File: config.mk
export PLATFORM = sky130hd
export DESIGN_NAME = tmw_sampler_flat
export DESIGN_NICKNAME = d
export VERILOG_FILES = /design/src/rtl/tmw_sampler_if.sv /design/src/rtl/tmw_sampler.sv /design/src/flat_wrapper.sv
export SDC_FILE = /design/constraint.sdc
export NUM_CORES = 1
export LEC_CHECK = 0
export BUFFER_PORTS_ARGS = -buffer_cell sky130_fd_sc_hd__clkbuf_2
export CAP_MARGIN = 20
export CORE_MARGIN = 5
export CORE_UTILIZATION = 51
export DETAILED_ROUTE_END_ITERATION = 10
export PLACE_DENSITY_LB_ADDON = 0.3
export SYNTH_ARGS = -nofsm -noshare
export SYNTH_HDL_FRONTEND = slang
export SYNTH_SLANG_ARGS = --single-unit
File: constraint.sdc
create_clock -name clk -period 2.1 [get_ports clk]
set_input_delay 0.42 -clock clk [delete_from_list [all_inputs] [get_ports clk]]
set_output_delay 0.42 -clock clk [all_outputs]
set_load 0.005 [all_outputs]
File: src/rtl/tmw_sampler_if.sv
// Random-word stream from tmw_sampler to post-processing.
// Valid/ready handshake; data held stable while valid waits.
interface tmw_sampler_if #(
  parameter int OUT_W = 8
);
  logic [OUT_W-1:0] rnd_data_o;
  logic             rnd_valid_o;
  logic             rnd_ready_i;

  modport master (
    output rnd_data_o,
    output rnd_valid_o,
    input  rnd_ready_i
  );

  modport slave (
    input  rnd_data_o,
    input  rnd_valid_o,
    output rnd_ready_i
  );
endinterface

File: src/rtl/tmw_sampler.sv
// TRNG sampler: runs tmw_counter windows, folds RO counts to bits,
// packs bits into words and streams them out.
module tmw_sampler #(
  parameter int WIDTH      = 5,
  parameter int CW         = 16,
  parameter int XOR_BITS   = 1,
  parameter int SETTLE_CYC = 2,
  parameter int OUT_W      = 8,
  parameter int ARM_TO     = 4
) (
  input  logic             clk,
  input  logic             rst,
  input  logic             start_i,
  input  logic [WIDTH-1:0] window_i,
  output logic             tmw_en_o,
  output logic [WIDTH-1:0] tmw_max_o,
  input  logic             tmw_ro_en_i,
  input  logic [CW-1:0]    ro_cnt_i,
  output logic             ro_cnt_clr_o,
  output logic             err_o,
  tmw_sampler_if.master    rnd
);

  localparam int TMAX =
    (ARM_TO > SETTLE_CYC) ? ARM_TO : SETTLE_CYC;
  localparam int TW = $clog2(TMAX) + 1;
  localparam int BW = $clog2(OUT_W + 1);

  typedef enum logic [2:0] {
    IDLE, CLEAR, ARM, RUN,
    SETTLE, CAPTURE, OUTPUT
  } state_t;

  state_t state_q, state_d;

  logic [TW-1:0]    tmr_q;
  logic [OUT_W-1:0] sh_q, sh_d;
  logic [OUT_W-1:0] data_q;
  logic [BW-1:0]    bcnt_q, bcnt_inc;
  logic [WIDTH-1:0] max_q;
  logic             err_q;
  logic             rnd_bit;
  logic             word_full;
  logic             arm_to;
  logic             settle_done;
  logic             unused_ro;

  assign unused_ro   = ^ro_cnt_i;
  assign rnd_bit     = ^ro_cnt_i[XOR_BITS-1:0];
  assign sh_d        = (sh_q << 1) | OUT_W'(rnd_bit);
  assign bcnt_inc    = bcnt_q + BW'(1);
  assign word_full   = bcnt_inc == BW'(OUT_W);
  assign arm_to      = tmr_q == TW'(ARM_TO - 1);
  assign settle_done = tmr_q == TW'(SETTLE_CYC - 1);

  always_comb begin
    state_d = state_q;
    unique case (state_q)
      IDLE:    if (start_i) state_d = CLEAR;
      CLEAR:   state_d = ARM;
      ARM: begin
        if (tmw_ro_en_i) state_d = RUN;
        else if (arm_to) state_d = CLEAR;
      end
      RUN:     if (!tmw_ro_en_i) state_d = SETTLE;
      SETTLE:  if (settle_done) state_d = CAPTURE;
      CAPTURE: begin
        if (word_full)    state_d = OUTPUT;
        else if (start_i) state_d = CLEAR;
        else              state_d = IDLE;
      end
      OUTPUT: begin
        if (rnd.rnd_ready_i)
          state_d = start_i ? CLEAR : IDLE;
      end
      default: state_d = IDLE;
    endcase
  end

  always_ff @(posedge clk) begin
    if (rst) begin
      state_q <= IDLE;
      tmr_q   <= '0;
      sh_q    <= '0;
      data_q  <= '0;
      bcnt_q  <= '0;
      max_q   <= WIDTH'(1);
      err_q   <= 1'b0;
    end else begin
      state_q <= state_d;
      // one timer serves both the ARM timeout and SETTLE wait
      if (state_d != state_q)
        tmr_q <= '0;
      else if (state_q == ARM || state_q == SETTLE)
        tmr_q <= tmr_q + TW'(1);
      if (state_q == CLEAR)
        max_q <= (window_i == '0) ? WIDTH'(1) : window_i;
      if (state_q == ARM && !tmw_ro_en_i && arm_to)
        err_q <= 1'b1;
      if (state_q == CAPTURE) begin
        sh_q <= sh_d;
        if (word_full) begin
          data_q <= sh_d;
          bcnt_q <= '0;
        end else begin
          bcnt_q <= bcnt_inc;
        end
      end
    end
  end

  assign tmw_en_o        = (state_q == ARM) || (state_q == RUN);
  assign ro_cnt_clr_o    = state_q == CLEAR;
  assign tmw_max_o       = max_q;
  assign err_o           = err_q;
  assign rnd.rnd_valid_o = state_q == OUTPUT;
  assign rnd.rnd_data_o  = data_q;

endmodule

File: src/flat_wrapper.sv
// flat-port wrapper written by rule: the top's interface ports become plain ports
module tmw_sampler_flat 
#(
  parameter int WIDTH      = 5,
  parameter int CW         = 16,
  parameter int XOR_BITS   = 1,
  parameter int SETTLE_CYC = 2,
  parameter int OUT_W      = 8,
  parameter int ARM_TO     = 4
)
  (clk, rst, start_i, window_i, tmw_en_o, tmw_max_o, tmw_ro_en_i, ro_cnt_i, ro_cnt_clr_o, err_o, rnd_rnd_data_o, rnd_rnd_valid_o, rnd_rnd_ready_i);
  tmw_sampler_if #(.OUT_W(OUT_W)) rnd_i ();
  input  logic clk;
  input  logic rst;
  input  logic start_i;
  input  logic [WIDTH-1:0] window_i;
  output logic tmw_en_o;
  output logic [WIDTH-1:0] tmw_max_o;
  input  logic tmw_ro_en_i;
  input  logic [CW-1:0] ro_cnt_i;
  output logic ro_cnt_clr_o;
  output logic err_o;
  output wire logic [$bits(rnd_i.rnd_data_o)-1:0] rnd_rnd_data_o;
  output wire logic [$bits(rnd_i.rnd_valid_o)-1:0] rnd_rnd_valid_o;
  input wire logic [$bits(rnd_i.rnd_ready_i)-1:0] rnd_rnd_ready_i;
  assign rnd_rnd_data_o = rnd_i.rnd_data_o;
  assign rnd_rnd_valid_o = rnd_i.rnd_valid_o;
  assign rnd_i.rnd_ready_i = rnd_rnd_ready_i;
  tmw_sampler #(.WIDTH(WIDTH), .CW(CW), .XOR_BITS(XOR_BITS), .SETTLE_CYC(SETTLE_CYC), .OUT_W(OUT_W), .ARM_TO(ARM_TO)) u_core (.clk(clk), .rst(rst), .start_i(start_i), .window_i(window_i), .tmw_en_o(tmw_en_o), .tmw_max_o(tmw_max_o), .tmw_ro_en_i(tmw_ro_en_i), .ro_cnt_i(ro_cnt_i), .ro_cnt_clr_o(ro_cnt_clr_o), .err_o(err_o), .rnd(rnd_i));
endmodule
Yosys cells after proc, flatten, opt, wreduce, memory -nomap -nowiden
Cells that the tools add are included.

$add $sub $neg: 2. Multipliers: 0. Div/mod/pow operators: 0. Magnitude comparators: 0. Equal/unequal tests: 10. Shifts and indexed selects: 0. Muxes and demuxes: 11. Bitwise gates (word level): 1. Reduce and logical (&&, ||, !) cells: 9.

Operators with widths (count): 3-bit 2-to-1 mux (7); 3-bit one-hot mux with 7 select lines (1); 3-bit by 2-bit == test with 1-bit output, second input constant (3); 3-bit == test, second input constant (3); 8-bit by 1-bit OR with 8-bit output (1); 3-bit by 1-bit == test with 1-bit output, second input constant (2); 5-bit zero test (1); 5-bit 2-to-1 mux (1); 4-bit by 1-bit adder with 4-bit output, second input constant (1); 4-bit == test, second input constant (1); 4-bit 2-to-1 mux (1); 3-bit by 1-bit adder with 3-bit output, second input constant (1); 3-bit zero test (1); 3-bit inequality test (1); 1-bit logical AND (2); 1-bit logical OR (2); 2-bit AND reduction (1); 2-bit OR reduction (1); 1-bit zero test (1); 1-bit 2-to-1 mux (1).

Bits in registers: 31. Bits in latches: 0. Bits in writable memories: 0. Memory bits (read-only): 0. Input bits: 26. Memories kept: 0.

Longest topological paths before layout
Gate-level depths: netlist of the first run.

Depth in word-level cells: 6. Gate-level depth with buffers: 8. Mapped depth without buffers: 7.

Least setup slack after synthesis of the first run
OpenSTA, ideal clock, no wires.

Kind: reg2reg. Start point: register u_core.tmr_q[0]. End point: register u_core.tmr_q[1]. Library setup time: 0.103 ns. Arrival time: 1.496 ns. Data required time: 1.997 ns. Slack: 0.501 ns. Cell stages (with the launch flop): 7. Clock period less this slack: 1.599 ns. Cells stage by stage: dfxtp_1 > ha_1 > ha_1 > nor2b_1 > a211oi_1 > o21ai_2 > a2111oi_2.

Cells in the longest elaborated chain, start to end: 6. Elaborated cells on any way between the ends: 9. Classes of those cells: add/sub: 1; eq/ne: 3; mux: 4; reduce/logical: 1.

Ends and longest elaborated chain: from (decl) (line tmw_sampler.sv:36) `logic [TW-1:0] tmr_q;`; from (signal assigned) (line tmw_sampler.sv:95) `tmr_q <= tmr_q + TW'(1);`; 3-bit by 2-bit == test with 1-bit output (line tmw_sampler.sv:53) `assign arm_to = tmr_q == TW'(ARM_TO - 1);`; 3-bit 2-to-1 mux (line tmw_sampler.sv:63) `else if (arm_to) state_d = CLEAR;`; 3-bit 2-to-1 mux (line tmw_sampler.sv:62) `if (tmw_ro_en_i) state_d = RUN;`; 3-bit one-hot mux with 7 select lines (line tmw_sampler.sv:58) `unique case (state_q)`; 3-bit inequality test (line tmw_sampler.sv:92) `if (state_d != state_q)`; 2-bit OR reduction (no source line).

Several ways; a longest one is shown, not always the timed one. A chain may end at the register's enable or synchronous reset.

Worst setup path in the final report of the first run
Start point: register u_core.state_q[1]. End point: output port tmw_en_o.

Cells in the longest elaborated chain, start to end: 2. Elaborated cells on any way between the ends: 3. Classes of those cells: eq/ne: 2; reduce/logical: 1.

Ends and longest elaborated chain: from (decl) (line tmw_sampler.sv:34) `state_t state_q, state_d;`; from (signal assigned) (line tmw_sampler.sv:90) `state_q <= state_d;`; 3-bit by 2-bit == test with 1-bit output (line tmw_sampler.sv:112) `assign tmw_en_o = (state_q == ARM) || (state_q == RUN);`; 1-bit logical OR * (line tmw_sampler.sv:112); to (decl) (line flat_wrapper.sv:17) `output logic tmw_en_o;`.

Mark *: on every way between the ends. The rest lies on a longest branch, timed or not.

==> impl_metrics.py, run 1 <==
metrics = {
    "die": {
        "io_pins": 43,
        "die_width_um": 64.0,
        "design.die.area_sq_mm": 0.00410,
        "num_rows": 19,
        "core_area_sq_mm": 0.00278,
        "die_h_um": 64.0,
        "initial_utilization_pct": 53.5,
    },
    "worst_setup_path": {
        "r2r_slack_ps": 250,
        "reg2reg_from": "u_core.state_q[1]",
        "rr_worst_depth": 5,
        "critical_path_class": "register to output port",
        "cp_data_required_time_ps": 1680,
        "end_kind": "output port",
        "start_kind": "register",
        "crit_fanout": 16,
        "arrival_ps": 1490,
        "r2r-end": "u_core.tmr_q[2]",
    },
    "synthesis": {
        "ys_ff_latch": 31,
        "synth_ff_type": "dfxtp_1",
        "ys_warn_count": 0,
        "syn_nets": 201,
        "synth_edf_count": 0,
        "avgSynthCellArea_sq_um": 8.71,
        "synth_commonest_cells": "31 x dfxtp_1, 26 x nand2_1, 23 x nor2_1",
        "synth_top_area_share_pct": 41.7,
        "netlist_top_cells_area": "dfxtp_1 42%, mux2i_1 8.7%, nand2_1 6.6%",
        "synth_top_cell_by_area": "dfxtp_1",
        "async_flop_share_pct": 0,
        "synth_cell_type_count": 45,
        "synth_area_sq_mm": 0.00149,
        "yosysMostFrequentCell": "dfxtp_1",
        "postSynthCellCount": 171,
        "ys_seq_area_share_pct": 41.7,
    },
    "cts": {
        "cts_buffer_depth": 2,
        "htree_levels": 2,
        "cts_resized": 0,
        "cts-hold-fix-buffers": 0,
        "clock-sinks": 31,
        "numCtsBuffers": 5,
        "post-cts-setup-buffers": 0,
        "cts_tree": "done",
        "clock-root-buffer": "clkbuf_4",
        "worstSkewPairLatency_ps": 330,
        "clkTransAtPathRegs_ps": 100,
    },
    "drt": {
        "wl_per_cell_um": 12.7,
        "drt-vias-per-instance": 5.45,
        "totalWireLength_um": 2970,
        "vias": 1270,
        "drtIter0Drc": 39,
        "drcViolationCount": 0,
        "first_pass_iters": 4,
        "ant_nets": 0,
    },
    "placement": {
        "pre_cts_slack_ps": 251,
        "dp_hpwl_um": 2210,
        "port_buffers": 27,
        "dp_cells": 225,
        "place.gp.congestion": 0.782,
        "postPlaceCellArea_sq_mm": 0.00163,
    },
    "cells_and_area": {
        "nFillCells": 244,
        "drive_gt1_share_pct": 24.8,
        "area_delta_synth_final_pct": 14.5,
        "utilization_pct": 61.3,
        "final_area_sq_mm": 0.00171,
        "nNetsFinal": 231,
        "antenna_cells": 0,
        "final_cells": 233,
    },
    "timing": {
        "setup_slack_ps": 185,
        "clock-skew-final_ps": 4.56,
        "setup_viol": 0,
        "drv_slew": 0,
        "maxSlewHeadroom_pct": 58.6,
        "fmax_mhz": 522,
        "hold_slack_ps": 315,
        "period_needed_ps": 1910,
        "rsz0062_at_grt": "false",
        "tns_ps": 0,
        "worstMarginPinSlew_ps": 621,
        "fin_crit_sh_pct": 91.2,
        "hold_viol": 0,
    },
    "hold_path": {
        "whs_endpoint": "u_core.sh_q[0]",
        "worstHoldPathCells": 3,
        "hold_path_class": "input port to register",
        "min-delay-start": "ro_cnt_i[0]",
    },
    "grt": {
        "antenna_found_initial": 0,
        "grt_overflow": 0,
        "grt_usage_pct": 15.6,
        "grt_pass1_wl_um": 5260,
        "grt_max_degree": 29,
        "grt_pass1_vias": 1251,
    },
    "power": {
        "p_switching_mw": 0.346,
        "pwr-share-clk_pct": 32.6,
        "p_comb_share_pct": 15.2,
        "pwr-share-seq_pct": 52.3,
        "peakVddDrop_v": 0.000609,
        "p_total_mw": 1.23,
        "power_density_mw_per_mm2": 723,
        "leakagePower_nw": 0.745,
        "internal_power_mw": 0.887,
        "switching_share_pct": 28.1,
    },
    "run": {
        "maxCapViolCount": 0,
    },
    "outcome": {
        "status": "completed",
    },
}
[sequential cells by signal (all words and copies together), names as in the netlist]
| register | flops |
|---|---|
| u_core.sh_q | 7 |
| u_core.tmr_q | 3 |
| u_core.state_q | 3 |
| u_core.tmw_max_o | 5 |
| u_core.bcnt_q | 4 |
| u_core.rnd.rnd_data_o | 8 |
| u_core.err_o | 1 |
[power by group through the flow]
stage / sequential, mW / clock [mW] / combinational (mW)
6_report: 0.644 / 0.401 / 0.187
5_1_grt: 0.650 / 0.446 / 0.208
4_1_cts: 0.644 / 0.412 / 0.189
3_5_place_dp: 0.657 / 0 / 0.189
3_3_place_gp: 0.656 / 0 / 0.182
2_1_floorplan: 0.635 / 0 / 0.162
[worst max-delay path, cell delays in order (launching register included)]
cell and delay [ps]:
dfxtp_1 730, nor2b_1 290, clkbuf_2 150
[metal layers]
| layer | routed length (um) | track usage [%] | vias up | part of all wire, % |
|---|---|---|---|---|
| li1 | - | - | 649 | - |
| met1 | 1390 | 18.9 | 587 | 47 |
| met2 | 1360 | 25.8 | 28 | 46 |
| met3 | 177 | 5.43 | 6 | 6.0 |
| met4 | 38 | 5.19 | 0 | 1.3 |
| met5 | 0 | 0 | - | 0 |
[kinds of logic (layout without fill, tap and decap cells)]
family          after synthesis  count (layout)  synth area share (%)
simple gates                 71              71                  23.0
compound gates               34              34                  15.4
flops                        31              31                  41.7
buf+inv                      15              46                  6.05
mux                          13              13                  8.74
fa+ha+maj                     4               4                  3.36
xor+xnor                      3               3                  1.77
[worst max-delay path by stage]
stage,cells past startpoint,start,slack [ps],endpoint
2_1_floorplan,6,u_core.tmr_q[0],500,u_core.tmr_q[1]
6_report,2,u_core.state_q[1],190,tmw_en_o
4_1_cts,2,u_core.state_q[1],180,tmw_en_o
3_5_place_dp,5,u_core.state_q[1],250,u_core.tmr_q[2]
3_3_place_gp,5,u_core.state_q[1],300,u_core.tmr_q[1]
5_1_grt,5,u_core.state_q[1],20,u_core.tmr_q[2]
[cells in the final DEF (no fill, tap or decap), types with 2 or more instances in the layout]
master and count:
dfxtp_1 31, mux2i_1 13, nor2b_1 3, a21o_1 2, clkbuf_2 27, clkbuf_8 2
xnor2_1 2, buf_4 5, nand2_1 26, ha_1 4, a21oi_1 13, clkbuf_4 5
a2111oi_2 2, nor2_1 23, a211oi_1 2, inv_1 4, o21ai_2 2, o21ai_0 5
nand3_1 3, inv_2 2
[layout make-up]
type	count	area, sq um	area share, %
timing repair buffer	32	173	10.1
inverter	6	22.5	1.32
clock inverter	1	7.51	0.440
clock buffer	7	65.1	3.82
tap	31	38.8	2.27
sequential	31	621	36.4
multi-input combinational	125	778	45.6
No activity file was read; power rests on OpenSTA's default activity.
==> run 2, diff against run 1 <==
--- a/config.mk
+++ b/config.mk
@@ -8,7 +8,7 @@
 export BUFFER_PORTS_ARGS = -buffer_cell sky130_fd_sc_hd__clkbuf_2
 export CAP_MARGIN = 20
 export CORE_MARGIN = 5
-export CORE_UTILIZATION = 51
+export CORE_UTILIZATION = 50
 export DETAILED_ROUTE_END_ITERATION = 10
 export PLACE_DENSITY_LB_ADDON = 0.3
 export SYNTH_ARGS = -nofsm -noshare
==> run 2 against run 1 <==
Setup slack lost 2.8 ps. Routed wire length is 0.17% lower. Sequential share of layout area decreased by 0.19 points. Register-to-register slack is essentially flat. Clock power rose by 14%. Fmax down 0.14%. Design area grew 0.51%. Combinational power up 5%. Critical path type unchanged. Largest cell class unchanged.
==> impl_metrics.py, run 2 (synthesis results as in run 1) <==
metrics = {
    "worst_setup_path": {
        "r2r_slack_ps": 250,
        "critical_path_class": "register to output port",
        "end_kind": "output port",
        "cp_data_required_time_ps": 1680,
        "arrival_ps": 1500,
        "reg2reg_from": "u_core.state_q[2]",
        "r2r-end": "u_core.tmr_q[2]",
        "rr_worst_depth": 5,
        "start_kind": "register",
        "crit_fanout": 11,
    },
    "cts": {
        "cts_resized": 0,
        "clock-sinks": 31,
        "cts_buffer_depth": 2,
        "cts_tree": "done",
        "clkTransAtPathRegs_ps": 100,
        "worstSkewPairLatency_ps": 320,
        "clock-root-buffer": "clkbuf_4",
        "post-cts-setup-buffers": 0,
        "numCtsBuffers": 5,
        "htree_levels": 2,
        "cts-hold-fix-buffers": 0,
    },
    "drt": {
        "wl_met3_um": 165,
        "drt-vias-per-instance": 5.43,
        "totalWireLength_um": 2960,
        "top_layer_used": "met4",
        "drtIter0Drc": 82,
        "wl_per_cell_um": 12.7,
        "vias": 1266,
        "wl_met1_um": 1390,
        "drcViolationCount": 0,
        "wl_met2_um": 1400,
        "first_pass_iters": 4,
        "ant_nets": 0,
    },
    "timing": {
        "tns_ps": 0,
        "clock-skew-final_ps": 12.2,
        "rsz0062_at_grt": "false",
        "maxSlewHeadroom_pct": 60.2,
        "worstMarginPinSlew_ps": 597,
        "period_needed_ps": 1920,
        "fmax_mhz": 521,
        "hold_viol": 0,
        "setup_viol": 0,
        "fin_crit_sh_pct": 91.3,
        "drv_slew": 0,
    },
    "placement": {
        "place.gp.congestion": 0.876,
        "port_buffers": 27,
        "dp_hpwl_um": 2230,
        "postPlaceCellArea_sq_mm": 0.00163,
        "dp_cells": 225,
    },
    "cells_and_area": {
        "antenna_cells": 0,
        "nNetsFinal": 231,
        "largest_reg_flops": 8,
        "layout_commonest_cell": "dfxtp_1",
        "nFillCells": 252,
        "final_cells": 233,
        "ff_latch_area_sq_um": 621,
        "area_delta_synth_final_pct": 15.1,
        "mostFrequentLayoutCells": "31 x dfxtp_1, 27 x clkbuf_2, 26 x nand2_1, 23 x nor2_1",
        "final_area_sq_mm": 0.00171,
        "drive_gt1_share_pct": 24.8,
        "multi_input_area_sq_um": 778,
    },
    "grt": {
        "grt_overflow": 0,
        "grt_max_degree": 29,
        "grt_pass1_vias": 1250,
        "antenna_found_initial": 0,
        "grt_usage_pct": 15.9,
        "grt_pass1_wl_um": 5290,
    },
    "power": {
        "peakVddDrop_v": 0.000616,
        "power_density_mw_per_mm2": 755,
        "leakagePower_nw": 0.754,
    },
    "die": {
        "io_pins": 43,
        "design.die.area_sq_mm": 0.00417,
        "core_area_sq_mm": 0.00281,
        "num_rows": 19,
        "initial_utilization_pct": 53.1,
        "die_h_um": 64.6,
        "die_width_um": 64.6,
    },
    "hold_path": {
        "min-delay-start": "ro_cnt_i[0]",
        "worstHoldPathCells": 3,
        "hold_path_class": "input port to register",
        "whs_endpoint": "u_core.sh_q[0]",
    },
    "run": {
        "maxCapViolCount": 0,
    },
    "outcome": {
        "status": "completed",
    },
}
==> run 2: cell count changes in the layout (fill, tap and decap cells not counted) <==
| cell | delta |
|---|---|
| clkinvlp_4 | -1 |
| clkinv_2 | +1 |
| bufinv_16 | +1 |
| clkbuf_8 | -2 |
| clkinv_4 | +1 |
==> run 2: routing by layer <==
metal | vias to the layer above | GRT usage (%)
met5 | - | 0
met4 | 0 | 4.49
met3 | 2 | 6.39
met2 | 37 | 26.9
met1 | 579 | 18.7
li1 | 648 | -
==> run 2: area by class of cell <==
cell class,count,share of cell area [%]
Tap cell,31,2.26
Sequential cell,31,36.2
Timing Repair Buffer,32,10.1
Clock inverter,3,2.55
Multi-Input combinational cell,125,45.4
Clock buffer,5,2.19
Inverter,6,1.31
==> run 2: metrics by stage <==
stage	setup slack [ps]	utilization [%]	power, mW	hold slack (ps)
2_1_floorplan	501	-	0.797	436
3_3_place_gp	352	58.2	0.840	444
3_5_place_dp	267	58.2	0.850	462
4_1_cts	171	61.1	1.31	298
5_1_grt	32.9	61.1	1.37	318
6_report	182	61.1	1.29	315
==> run 2: report_power, final <==
part | internal, mW | switching [mW]
clock | 0.250 | 0.205
sequential | 0.607 | 0.0340
combinational | 0.0873 | 0.110
==> run 2: worst max path at each step <==
stage,startpoint,end,slack (ps),cells past startpoint
2_1_floorplan,u_core.tmr_q[0],u_core.tmr_q[1],500,6
3_3_place_gp,u_core.state_q[2],u_core.tmr_q[1],350,5
3_5_place_dp,u_core.tmr_q[0],u_core.tmr_q[2],270,6
4_1_cts,u_core.state_q[0],ro_cnt_clr_o,170,3
5_1_grt,u_core.state_q[2],u_core.tmr_q[1],30,5
6_report,u_core.state_q[0],ro_cnt_clr_o,180,3
==> run 2: critical path: stages (launching register included) <==
cell and delay [ps]:
dfxtp_1 620, inv_2 160, nor3_4 240, clkbuf_2 150
==> run 3, diff against run 2 <==
--- a/config.mk
+++ b/config.mk
@@ -10,7 +10,7 @@
 export CORE_MARGIN = 5
 export CORE_UTILIZATION = 50
 export DETAILED_ROUTE_END_ITERATION = 10
-export PLACE_DENSITY_LB_ADDON = 0.3
+export PLACE_DENSITY = 0.83
 export SYNTH_ARGS = -nofsm -noshare
 export SYNTH_HDL_FRONTEND = slang
 export SYNTH_SLANG_ARGS = --single-unit
==> run 3 against run 2 <==
Critical path depth is the same. Count of clock-buffer cells in the layout grew 2. Non-clock buffer count increased by 1. Critical endpoint unchanged. First-iteration DRC count shrank 65%. Flip-flop and latch count is the same. Global-route usage decreased by 0.39 points. Fmax grew 1.4%. Setup slack improved by 27 ps. Core utilization about the same.
==> impl_metrics.py, run 3 (synthesis results as in run 1) <==
metrics = {
    "cells_and_area": {
        "area_delta_synth_final_pct": 15.0,
        "layout_commonest_cell": "dfxtp_1",
        "utilization_pct": 61.1,
        "antenna_cells": 0,
        "drive_gt1_share_pct": 25.1,
        "mostFrequentLayoutCells": "31 x dfxtp_1, 27 x clkbuf_2, 26 x nand2_1, 23 x nor2_1",
        "nFillCells": 257,
        "final_cells": 234,
        "nNetsFinal": 232,
        "final_area_sq_mm": 0.00171,
        "largest_reg_flops": 8,
    },
    "timing": {
        "hold_slack_ps": 332,
        "fmax_mhz": 529,
        "period_needed_ps": 1890,
        "fin_crit_sh_pct": 90.0,
        "drv_slew": 0,
        "clock-skew-final_ps": 7.03,
        "worstMarginPinSlew_ps": 596,
        "tns_ps": 0,
        "maxSlewHeadroom_pct": 60.2,
        "hold_viol": 0,
        "rsz0062_at_grt": "false",
        "setup_slack_ps": 210,
        "setup_viol": 0,
    },
    "drt": {
        "drt-vias-per-instance": 5.34,
        "drcViolationCount": 0,
        "drtIter0Drc": 29,
        "first_pass_iters": 4,
        "wl_per_cell_um": 12.1,
        "ant_nets": 0,
        "totalWireLength_um": 2840,
        "vias": 1250,
    },
    "worst_setup_path": {
        "start_kind": "register",
        "reg2reg_from": "u_core.state_q[2]",
        "rr_worst_depth": 5,
        "r2r-end": "u_core.tmr_q[1]",
        "cp-endpoint": "ro_cnt_clr_o",
        "crit_start": "u_core.state_q[0]",
        "crit_fanout": 11,
        "crit_slowest_cell": "dfxtp_1",
        "path_cells": "inv_2, nor3_4, clkbuf_2",
        "arrival_ps": 1470,
        "r2r_slack_ps": 270,
        "max_stage_delay_ps": 610,
        "end_kind": "output port",
        "cp_data_required_time_ps": 1680,
        "critical_path_class": "register to output port",
    },
    "grt": {
        "grt_max_degree": 29,
        "grt_usage_pct": 15.5,
        "antenna_found_initial": 0,
        "grt_pass1_vias": 1193,
        "grt_pass1_wl_um": 5160,
        "grt_overflow": 0,
    },
    "cts": {
        "cts_tree": "done",
        "cts_resized": 0,
        "post-cts-setup-buffers": 0,
        "cts_buffer_depth": 2,
        "clock-root-buffer": "clkbuf_4",
        "numCtsBuffers": 5,
        "clkTransAtPathRegs_ps": 100,
        "cts-hold-fix-buffers": 0,
        "clock-sinks": 31,
        "worstSkewPairLatency_ps": 330,
        "htree_levels": 2,
    },
    "power": {
        "power_density_mw_per_mm2": 719,
        "peakVddDrop_v": 0.000517,
        "leakagePower_nw": 0.750,
        "p_total_mw": 1.23,
    },
    "die": {
        "die_h_um": 64.6,
        "initial_utilization_pct": 53.1,
        "design.die.area_sq_mm": 0.00417,
        "die_width_um": 64.6,
        "core_area_sq_mm": 0.00281,
        "num_rows": 19,
        "io_pins": 43,
    },
    "placement": {
        "dp_hpwl_um": 2070,
        "postPlaceCellArea_sq_mm": 0.00164,
        "pre_cts_slack_ps": 291,
        "place.gp.congestion": 0.863,
        "port_buffers": 27,
        "dp_cells": 226,
    },
    "hold_path": {
        "worstHoldPathCells": 3,
        "hold_path_class": "input port to register",
    },
    "run": {
        "maxCapViolCount": 0,
    },
    "outcome": {
        "status": "completed",
    },
}
-- run 3: worst min-delay path by stage --
stage | from | slack, ps | to
2_1_floorplan | u_core.sh_q[6] | 440 | u_core.sh_q[6]
3_3_place_gp | u_core.sh_q[6] | 450 | u_core.sh_q[6]
3_5_place_dp | u_core.sh_q[6] | 460 | u_core.sh_q[6]
4_1_cts | ro_cnt_i[0] | 320 | u_core.sh_q[0]
5_1_grt | ro_cnt_i[0] | 310 | u_core.sh_q[0]
6_report | ro_cnt_i[0] | 330 | u_core.sh_q[0]
-- run 3: area by class of cell --
cell class	instances	area (sq um)	share of cell area, %
clock buffers	7	65.1	3.80
repair buffers	33	180	10.5
inverters	6	22.5	1.31
flip-flops and latches	31	621	36.2
multi-input cells	125	778	45.4
well taps	31	38.8	2.26
clock inverters	1	7.51	0.438
-- run 3: where the power goes --
group / switching [mW] / total, mW / leakage, nW / internal (mW)
sequential: 0.0330 / 0.640 / 0.251 / 0.607
combinational: 0.105 / 0.192 / 0.462 / 0.0871
clock: 0.203 / 0.398 / 0.0375 / 0.196
-- run 3: layer usage --
layer	up-vias	part of all wire (%)	GRT usage [%]
met4	0	1.7	5.54
met1	563	45	19.0
met2	33	47	25.0
li1	649	-	-
met3	5	6.3	5.87
met5	-	0	0
-- run 3: critical path, delay by kind of cell, from the launching register on --
family	cells	cell delay, ps
simple gates	1	220
flops	1	610
buf+inv	2	320
